`src/rtl/sram_access_sequencer.sv`:
```
// sram_access_sequencer: edge-triggered read/write commands to an Avalon-MM SRAM slave.
// Optional read timeout enabled by `define SRAM_SEQ_TIMEOUT_EN.  Rev 1.0
`default_nettype none

module sram_access_sequencer #(
  parameter int TIMEOUT_CYCLES = 255
) (
  input  logic        clk,
  input  logic        reset,
  input  logic        cmd_read,
  input  logic        cmd_write,
  input  logic [18:0] cmd_addr,
  input  logic [15:0] cmd_wdata,
  output logic [18:0] av_address,
  output logic [1:0]  av_byteenable,
  output logic        av_read,
  output logic        av_write,
  output logic [15:0] av_writedata,
  input  logic [15:0] av_readdata,
  input  logic        av_readdatavalid,
  input  logic        av_waitrequest,
  output logic [15:0] rd_data,
  output logic        rd_valid,
  output logic        busy,
  output logic        err
);

  if (TIMEOUT_CYCLES < 1 || TIMEOUT_CYCLES > 65535) begin : g_bad_timeout
    $error("TIMEOUT_CYCLES must be within 1..65535");
  end

  typedef enum logic [1:0] {
    S_IDLE    = 2'd0,
    S_RD_REQ  = 2'd1,
    S_RD_WAIT = 2'd2,
    S_WR_REQ  = 2'd3
  } state_t;

  state_t      r_state;
  logic        r_rd_prev;
  logic        r_wr_prev;
  logic        r_av_read;
  logic        r_av_write;
  logic [18:0] r_av_address;
  logic [15:0] r_av_writedata;
  logic [15:0] r_rd_data;
  logic        r_rd_valid;
  logic        r_busy;
  logic        w_rd_edge;
  logic        w_wr_edge;

  assign w_rd_edge = cmd_read & ~r_rd_prev;
  assign w_wr_edge = cmd_write & ~r_wr_prev;

`ifdef SRAM_SEQ_TIMEOUT_EN
  localparam logic [15:0] C_TMO_LAST = 16'(TIMEOUT_CYCLES - 1);
  logic [15:0] r_tmo_cnt;
  logic        r_err;
  logic        w_tmo_hit;
  assign w_tmo_hit = (r_tmo_cnt == C_TMO_LAST);
  assign err       = r_err;
`else
  assign err = 1'b0;
`endif

  // Edge-detect flops reset high so a command held through reset release is not an edge.
  always_ff @(posedge clk or posedge reset) begin
    if (reset) begin
      r_state        <= S_IDLE;
      r_rd_prev      <= 1'b1;
      r_wr_prev      <= 1'b1;
      r_av_read      <= 1'b0;
      r_av_write     <= 1'b0;
      r_av_address   <= '0;
      r_av_writedata <= '0;
      r_rd_data      <= '0;
      r_rd_valid     <= 1'b0;
      r_busy         <= 1'b0;
`ifdef SRAM_SEQ_TIMEOUT_EN
      r_tmo_cnt      <= '0;
      r_err          <= 1'b0;
`endif
    end else begin
      r_rd_prev <= cmd_read;
      r_wr_prev <= cmd_write;
      case (r_state)
        S_IDLE: begin
          if (w_wr_edge || w_rd_edge) begin
            r_av_address   <= cmd_addr;
            r_av_writedata <= cmd_wdata;
            r_rd_valid     <= 1'b0;
            r_busy         <= 1'b1;
`ifdef SRAM_SEQ_TIMEOUT_EN
            r_err          <= 1'b0;
`endif
            // A write edge wins; a coincident read edge is simply dropped.
            if (w_wr_edge) begin
              r_state    <= S_WR_REQ;
              r_av_write <= 1'b1;
            end else begin
              r_state   <= S_RD_REQ;
              r_av_read <= 1'b1;
            end
          end
        end
        S_WR_REQ: begin
          if (!av_waitrequest) begin
            r_state    <= S_IDLE;
            r_av_write <= 1'b0;
            r_busy     <= 1'b0;
          end
        end
        S_RD_REQ: begin
          if (!av_waitrequest) begin
            r_av_read <= 1'b0;
            if (av_readdatavalid) begin
              r_rd_data  <= av_readdata;
              r_rd_valid <= 1'b1;
              r_state    <= S_IDLE;
              r_busy     <= 1'b0;
            end else begin
              r_state <= S_RD_WAIT;
`ifdef SRAM_SEQ_TIMEOUT_EN
              r_tmo_cnt <= '0;
`endif
            end
          end
        end
        S_RD_WAIT: begin
          if (av_readdatavalid) begin
            r_rd_data  <= av_readdata;
            r_rd_valid <= 1'b1;
            r_state    <= S_IDLE;
            r_busy     <= 1'b0;
          end
`ifdef SRAM_SEQ_TIMEOUT_EN
          else if (w_tmo_hit) begin
            r_err   <= 1'b1;
            r_state <= S_IDLE;
            r_busy  <= 1'b0;
          end else begin
            r_tmo_cnt <= r_tmo_cnt + 16'd1;
          end
`endif
        end
        default: begin
          r_state    <= S_IDLE;
          r_av_read  <= 1'b0;
          r_av_write <= 1'b0;
          r_busy     <= 1'b0;
        end
      endcase
    end
  end

  assign av_address    = r_av_address;
  assign av_byteenable = 2'b11;
  assign av_read       = r_av_read;
  assign av_write      = r_av_write;
  assign av_writedata  = r_av_writedata;
  assign rd_data       = r_rd_data;
  assign rd_valid      = r_rd_valid;
  assign busy          = r_busy;

endmodule

`default_nettype wire

```
`config.mk`:
```
export PLATFORM = sky130hd
export DESIGN_NAME = sram_access_sequencer
export DESIGN_NICKNAME = d
export VERILOG_FILES = /design/src/rtl/sram_access_sequencer.sv
export SDC_FILE = /design/constraint.sdc
export NUM_CORES = 1
export LEC_CHECK = 0
export CAP_MARGIN = 20
export CELL_PAD_IN_SITES_DETAIL_PLACEMENT = 1
export CELL_PAD_IN_SITES_GLOBAL_PLACEMENT = 1
export CORE_UTILIZATION = 33
export CTS_BUF_LIST = sky130_fd_sc_hd__clkbuf_8
export CTS_CLUSTER_SIZE = 8
export DETAILED_ROUTE_END_ITERATION = 8
export PLACE_DENSITY_LB_ADDON = 0.1
export SLEW_MARGIN = 20
export SYNTH_ARGS = -nofsm -noshare
export SYNTH_HDL_FRONTEND = slang
export SYNTH_SLANG_ARGS = --single-unit
export TNS_END_PERCENT = 100
```
`constraint.sdc`:
```
create_clock -name clk -period 2.3 [get_ports clk]
set_input_delay 0.46 -clock clk [delete_from_list [all_inputs] [get_ports clk]]
set_output_delay 0.46 -clock clk [all_outputs]
set_load 0.02 [all_outputs]
```
# Word level (Yosys, flattened, before mapping)
# Cells that the tools add are included.
[op_classes]
n_reduce_logical = 13
n_eq_ne = 9
mux = 25
n_bitwise = 4
[op_table]
columns = ["operator", "count"]
rows = [
  ["16-bit 2-to-1 mux", 2],
  ["16-bit one-hot mux with 2 select lines", 1],
  ["2-bit 2-to-1 mux", 6],
  ["2-bit inequality test (second input constant)", 6],
  ["4-bit AND reduction", 3],
  ["1-bit 2-to-1 mux", 11],
  ["2-bit one-hot mux with 4 select lines", 1],
  ["3-bit AND reduction", 2],
  ["2-bit nonzero test", 3],
  ["2-bit equality test (second input constant)", 2],
  ["1-bit one-hot mux with 2 select lines", 2],
  ["1-bit one-hot mux with 4 select lines", 1],
  ["2-bit AND reduction", 2],
  ["1-bit one-hot mux with 3 select lines", 1],
  ["3-bit nonzero test", 1],
  ["1-bit bitwise AND", 2],
  ["2-bit by 1-bit equality test with 1-bit output (second input constant)", 1],
  ["2-bit zero test", 1],
  ["1-bit NOT", 2],
  ["1-bit logical OR", 1],
]
[word_totals]
elab_cells = 61
ff_bits = 59

# Longest topological paths before layout
# Gate-level depths: netlist of the first run.
[logic_depth]
ltp_word = 5
ltp_mapped = 6
ltp_nobuf = 5

# Worst setup path after synthesis of the first run
# No wires, ideal clock.
[synth_timing]
path_kind = "reg-to-reg"
from = "register r_state[1]"
to = "register r_rd_data[0] (netlist: rd_data[0])"
setup_ps = 125
path_slack_ps = 570
stages_incl_launch_ff = 7
t_arrival_ps = 1605
path_cell_list = "dfrtp_1 inv_1 ha_1 and2b_1 o21ai_4 buf_12 mux2_4"
[synth_via]
elab_chain_len = 3
word_cells_on_any_way = 6
cone_classes = "eq/ne (3); mux (1); reduce/logical (2)"
[synth_lines]
columns = ["element", "line", "text"]
rows = [
  ["start: declaration", "39", "state_t r_state;"],
  ["start signal: assignment", "69", "r_state <= S_IDLE;"],
  ["start signal: assignment", "98", "r_state <= S_WR_REQ;"],
  ["start signal: assignment", "101", "r_state <= S_RD_REQ;"],
  ["2-bit by 1-bit equality test with 1-bit output or 2-bit equality test (tied branches)", "86", "case (r_state)"],
  ["2-bit inequality test (no source line) or 2-bit nonzero test (tied branches)", "n/a", ""],
  ["2-bit AND reduction (no source line)", "n/a", ""],
  ["end signal: assignment", "117", "r_rd_data <= av_readdata;"],
  ["end signal: assignment", "131", "r_rd_data <= av_readdata;"],
  ["end: declaration", "46", "logic [15:0] r_rd_data;"],
]
# Several ways; a longest one is shown, not always the timed one.
# A chain may end at the register's enable or synchronous reset.

# Worst setup path after layout of the first run
[layout_timing]
from = "register r_state[1]"
to = "register r_rd_data[12] (netlist: rd_data[12])"
# Same word-level chain as after synthesis.

==> results of run 1 <==
-- per-layer routing --
metal | global-route usage [%] | routed length (um) | vias up
met4 | 7.48 | 87 | 0
met5 | 0 | 0 | -
met2 | 25.5 | 2890 | 64
li1 | - | - | 787
met3 | 4.29 | 401 | 8
met1 | 18.0 | 2350 | 830
-- cell families after synthesis --
logic type | synth area share, %
and+or+nand+nor | 4.57
muxes | 26.1
adders and majority gates | 2.54
other | 0.305
AOI/OAI and AO/OA | 3.25
DFF | 60.0
buffers and inverters | 3.25
-- power groups by stage --
stage	registers [W]	logic [W]	clock network [W]
floorplan	0.00243	0.000875	0
global placement	0.00183	0.00274	0
detailed placement	0.00185	0.00279	0
CTS	0.00183	0.00280	0.00106
global route	0.00190	0.00294	0.00110
finish	0.00182	0.00276	0.00103
-- registers in the layout, summed over array words and instances (netlist names) --
register      flops
busy              1
r_state           2
rd_data          16
rd_valid          1
av_write          1
r_rd_prev         1
av_writedata     16
av_read           1
r_wr_prev         1
av_address       19
-- layout by cell type, fill, tap and decap left out, types with 2 or more instances in the layout --
master           instances
and2b_1                  2
buf_12                   3
buf_4                    2
bufinv_16                2
clkbuf_8                10
clkdlybuf4s50_1        111
clkinv_2                 2
conb_1                   3
dfrtp_1                 57
dfstp_2                  2
ha_1                     5
inv_1                    3
mux2_1                  29
mux2_2                  14
mux2_4                  10
nand2_1                  2
nand2b_1                 5
nand3_1                  2
nor2_1                   2
nor2b_2                  2
nor3_1                   2
o21ai_0                  4
o21ai_4                  2
-- layout make-up --
class | count | area share [%]
tap | 99 | 3.15
clock inverter | 5 | 1.97
inverter | 4 | 0.382
timing repair buffer | 116 | 30.2
clock buffer | 10 | 3.50
sequential | 59 | 37.6
multi-input combinational | 91 | 23.2
-- stage by stage --
step	hold slack (ns)	instances	utilization, %	area, sq um	total power (W)
2_1_floorplan	0.464	161	-	2470	0.00331
3_3_place_gp	0.473	369	51.2	3710	0.00457
3_5_place_dp	0.480	369	51.2	3710	0.00464
4_1_cts	0.470	384	54.2	3930	0.00569
5_1_grt	0.495	384	54.2	3930	0.00594
6_report	0.473	384	54.2	3930	0.00561
-- worst reg2reg max path, stage by stage (launching register included) --
cell and delay (ns):
dfrtp_1 0.40, inv_1 0.12, ha_1 0.27, and2b_1 0.23, o21ai_4 0.15, buf_12 0.18, mux2_2 0.35
-- worst paths after layout --
| path | from | cells after the start | to |
|---|---|---|---|
| hold / removal | reset | 2 | rd_data[5] |
| setup / recovery | r_state[1] | 6 | rd_data[12] |
| max in group asynchronous | reset | 3 | r_wr_prev |
| hold reg to reg | av_writedata[14] | 1 | av_writedata[14] |
| min in group clk | av_writedata[14] | 1 | av_writedata[14] |
| setup reg to reg | r_state[1] | 6 | rd_data[12] |
==> metrics.md, run 1 <==
| Metric | Value |
|---|---|
| Status | finished, final reports clean |
| Commonest cells in the netlist | 57 x dfrtp_1, 29 x mux2_1, 14 x mux2_2 |
| Initial antenna violation count | 0 |
| Leak | 1.69 nW |
| Register clock-pin slew on the reported worst setup and hold paths | 0.07 ns |
| Top cell type's share of synthesized area | 57.8% |
| Most common cell in the netlist | dfrtp_1 |
| Synth top area cells | dfrtp_1 58%, mux2_1 13%, mux2_2 6.4% |
| Crit. End Element | flip-flop |
| Via count | 1,689 |
| Sequential-to-total area share from yosys stat | 60.0% |
| Synthesis-to-finish area growth | 59.4% |
| Switch Pwr | 0.00193 W |
| Htree depth | 3 |
| Syn Inst Count | 160 |
| Share of cells above drive strength 1 | 17.9% |
| Netlist Area Pre-Place | 2470 sq um |
| Dominant synthesized flop cell | dfrtp_1 |
| Avg Cell Area, Syn | 15.4 sq um |
| DRT iter0 DRCs | 14 |
| Vias in the first global route | 1,761 |
| Vias/cell | 4.40 |
| Largest net degree at the start of global routing | 33 |
| Final setup fails | 0 |
| Die area | 7820 sq um |
| Skew-Pair Late Insertion Delay | 0.33 ns |
| CTS buffer count | 9 |
| Final Hold Viols | 0 |
| Maximum fanout along the worst path | 16 |
| Antenna-violating nets left | 0 |
| Boundary Pins | 115 |
| First-pass GRT wire length | 8.74 mm |
| Final setup TNS | 0 ns |
| Wire per inst | 14.9 um |
| # diodes | 0 |
| CP required | 2.51 ns |
| Core Area | 7250 sq um |
| Reg power frac | 32.5% |
| CTS root buffer | clkbuf_8 |
| Post-synth ARST share | 100% |
| Cell row count | 31 |
| Max IR drop VDD | 665 uV |
| Sequential Area | 1480 sq um |
| Clock share of power | 18.4% |
| Yosys top cell by area | dfrtp_1 |
| Crit-path max cell delay | 0.40 ns |
| Die width | 88.4 um |
| Delay-heaviest family, CP | flip-flops |
| Final Cycle Share | 78.5% |
| Arrival @ worst endpoint | 2.01 ns |
| Post-CTS sizing | 0 |
| IO buf count | 111 |
| CP Cell Sequence | inv_1 > ha_1 > and2b_1 > o21ai_4 > buf_12 > mux2_2 |
| Switching share of power | 34.4% |
| Pwr Density | 1430 nW/um^2 |
| Clock skew | 0.00881 ns |
| Number of flops mapped to enable cells by yosys | 0 |
| Period minus WS final | 1.80 ns |
| Worst path bufs/invs | 2 |
| R2R setup slack | 0.50 ns |
| Total grt overflow | 0 |
| Final-layout fill cell count | 739 |
| Detailed Place HPWL | 4.33 mm |
| Unique cell type count in the Yosys netlist | 26 |
| MaxCap Viol Count | 0 |
| Nets | 343 |
| RSZ-0062 raised after global routing | false |
| Gr usage total | 15.2% |
| Synth warn | 0 |
| Post-synthesis register bit count | 59 |
| Post-CTS Setup Inserts | 0 |
| Slew Limit Fails | 0 |
| Die height | 88.4 um |
| Achievable frequency | 554 MHz |
| Post-placement setup slack | 0.243 ns |
| Post-route DRC | 0 |
| Power Internal | 0.00368 W |
| Worst hold path class | in2async |
| Multi-input logic area | 911 sq um |
| Routed WL | 5.73 mm |
| TritonRoute pass-1 iters | 4 |
| CP max-delay cell | dfrtp_1 |
| Logic pwr share | 49.2% |
| Clk sink count | 59 |
| Initial Util | 34.0% |
| Placer Congestion | 0.733 |
| Crit Path Class | reg2reg |
| Setup ws final | 0.495 ns |
| Cts hold-fix bufs | 0 |
| CTS tree | done |
| Bufs on Longest Clock Path | 2 |
| Startpoint Class | flip-flop |
Note: power is estimated with default switching activity, not from simulation.
==> run 2: changes to the inputs <==
- CORE_UTILIZATION: 33 -> 30
- clock period: 2.3 -> 1.6 ns (I/O delays scaled with it)
==> run 2 against run 1 <==
Compared with the run above: the run now ends with negative setup slack left; clock-buffer cell count did not move; first-iteration DRC count rose to 3.9 times the previous value; sequential share of layout area down 1.1 points; non-clock buffer count increased by 9; cell area is 3.2% higher; clock skew up 0.00065 ns; sequential cell count unchanged; clock power rose by 29%; register-to-register slack got worse by 0.56 ns; combinational power grew 45%; worst hold slack worse by 0.059 ns.
==> metrics.md, run 2 (synthesis gave the netlist of run 1 again) <==
| Metric | Value |
|---|---|
| Status | finished with violations |
| Failing checks | negative setup slack |
| Register clock-pin slew on the reported worst setup and hold paths | 0.07 ns (about the same) |
| Antenna-violating nets left | 0 (unchanged) |
| Via count | 1,740 (+3.0%) |
| Boundary Pins | 115 (unchanged) |
| Bufs on Longest Clock Path | 2 (unchanged) |
| IO buf count | 111 (unchanged) |
| Die area | 8590 sq um (+9.8%) |
| Detailed Place HPWL | 4.26 mm (-1.7%) |
| Maximum fanout along the worst path | 16 (unchanged) |
| Crit Path Class | reg2reg |
| RSZ-0062 raised after global routing | true |
| Placer Congestion | 0.712 (-2.9%) |
| Clock skew | 0.00946 ns (+0.000647 ns) |
| Slew Limit Fails | 0 (unchanged) |
| # diodes | 0 (unchanged) |
| Total grt overflow | 0 (unchanged) |
| Worst r2r src | r_state[1] |
| CTS buffer count | 9 (unchanged) |
| Crit Reg-Reg Endpoint | rd_data[14] |
| Largest net degree at the start of global routing | 60 (+82%) |
| Layer with the highest usage | met2 |
| Final setup fails | 17 (+17) |
| Worst hold path class | in2async |
| Arrival @ worst endpoint | 1.88 ns (-0.13 ns) |
| Skew-Pair Late Insertion Delay | 0.33 ns (about the same) |
| Leak | 1.91 nW (+13%) |
| M1 GR Usage | 17.9% (-0.11 points) |
| Crit. End Element | flip-flop |
| Max IR drop VDD | 710 uV (+6.7%) |
| Nets | 352 (+2.6%) |
| Layout Utilization | 51.7% (-2.5 points) |
| CTS tree | done |
| Hold Slack | 0.414 ns (-0.0589 ns) |
| CP required | 1.81 ns (-0.70 ns) |
| TritonRoute pass-1 iters | 4 (unchanged) |
| Die width | 92.7 um (+4.8%) |
| DRT iter0 DRCs | 54 (+40) |
| Share of cells above drive strength 1 | 29.2% (+11 points) |
| Wire per inst | 15.5 um (+3.8%) |
| Clk sink count | 59 (unchanged) |
| Vias/cell | 4.38 (-0.35%) |
| Cell row count | 32 (+3.2%) |
| Final Cell Area | 4060 sq um (+3.2%) |
| Routed WL | 6.16 mm (+7.4%) |
| Routing usage on met3 | 4.68% (+0.39 points) |
| GR Util met2 | 23.5% (-2.0 points) |
| Initial antenna violation count | 0 (unchanged) |
| Post-placement setup slack | -0.269 ns (-0.512 ns) |
| Pwr Density | 1960 nW/um^2 (+37%) |
| Period minus WS final | 1.66 ns (-0.141 ns) |
| Startpoint Class | flip-flop |
| Commonest cells after routing, fill and taps aside | 57 x clkdlybuf4s50_1, 56 x dfrtp_1, 54 x dlygate4sd2_1 |
| Setup ws final | -0.0637 ns (-0.559 ns) |
| Post-CTS Setup Inserts | 0 (unchanged) |
| Number of flip-flops in the largest register | 19 (unchanged) |
| First-pass GRT wire length | 9.52 mm (+8.8%) |
| Placed cell count | 380 (+3.0%) |
| R2R depth | 6 (unchanged) |
| Final Hold Viols | 0 (unchanged) |
| Vias in the first global route | 1,901 (+8.0%) |
| MaxCap Viol Count | 0 (unchanged) |
| Area after DPL | 3810 sq um (+2.6%) |
| Htree depth | 3 (unchanged) |
| R2R setup slack | -0.06 ns (-0.56 ns) |
| Final Cycle Share | 104% (+26 points) |
| Core Area | 7850 sq um (+8.2%) |
| Final-layout fill cell count | 820 (+11%) |
| Post-route DRC | 0 (unchanged) |
| Commonest non-fill, non-tap cell in the layout | clkdlybuf4s50_1 |
| Die height | 92.7 um (+4.8%) |
| Post-route insts no fill | 397 (+3.4%) |
| Gr usage total | 14.7% (-0.51 points) |
| CTS root buffer | clkbuf_8 |
| Synthesis-to-finish area growth | 64.5% |
| Achievable frequency | 601 MHz (+8.5%) |
| Initial Util | 31.4% (-2.6 points) |
-- run 2: critical path, stage by stage, from the launching register on --
cell     delay (ns)
dfrtp_1        0.42
inv_2          0.09
ha_4           0.14
and2b_1        0.20
o21ai_4        0.17
buf_12         0.18
mux2_2         0.34
-- run 2: worst max-delay path by stage --
stage                               from           to
final                         r_state[1]  rd_data[14]
after detailed placement  av_waitrequest  rd_data[14]
after global placement    av_waitrequest  rd_data[11]
after floorplan               r_state[1]   rd_data[0]
after global routing          r_state[1]  rd_data[14]
after CTS                     r_state[1]  rd_data[14]
-- run 2: report_power, final --
| part | switching [W] | total [W] | internal [W] | leakage, nW |
|---|---|---|---|---|
| clock network | 0.000580 | 0.00133 | 0.000747 | 0.103 |
| logic | 0.00192 | 0.00400 | 0.00208 | 1.12 |
| registers | 0.000382 | 0.00262 | 0.00224 | 0.691 |
-- run 2: what timing repair did --
action | in CTS | in global routing
resized for setup | 60 | 19
hold buffers | 0 | 0
pin swaps | 0 | 0
cloned | 0 | 1
endpoints found under the setup margin | 109 | 19
-- run 2: metal layers --
metal  vias up  share of wire (%)
li1        807                  -
met5         -                  0
met2        70                 48
met1       851                 43
met3        12                7.1
met4         0                1.8
-- run 2: layout make-up --
type,count,area [sq um],area share [%]
Clock inverter,6,56.3,1.39
Inverter,4,18.8,0.463
Sequential cell,59,1480,36.5
Multi-Input combinational cell,91,1020,25.1
Clock buffer,10,138,3.39
Timing Repair Buffer,125,1220,30.0
Tap cell,102,128,3.15
-- run 2: metrics by stage --
| step | total power [W] | setup TNS, ns |
|---|---|---|
| after global routing | 0.00844 | -1.68 |
| after detailed placement | 0.00684 | -11.95 |
| after CTS | 0.00777 | -0.778 |
| after global placement | 0.00675 | -11.59 |
| final | 0.00795 | -0.618 |
| after floorplan | 0.00478 | -0.683 |
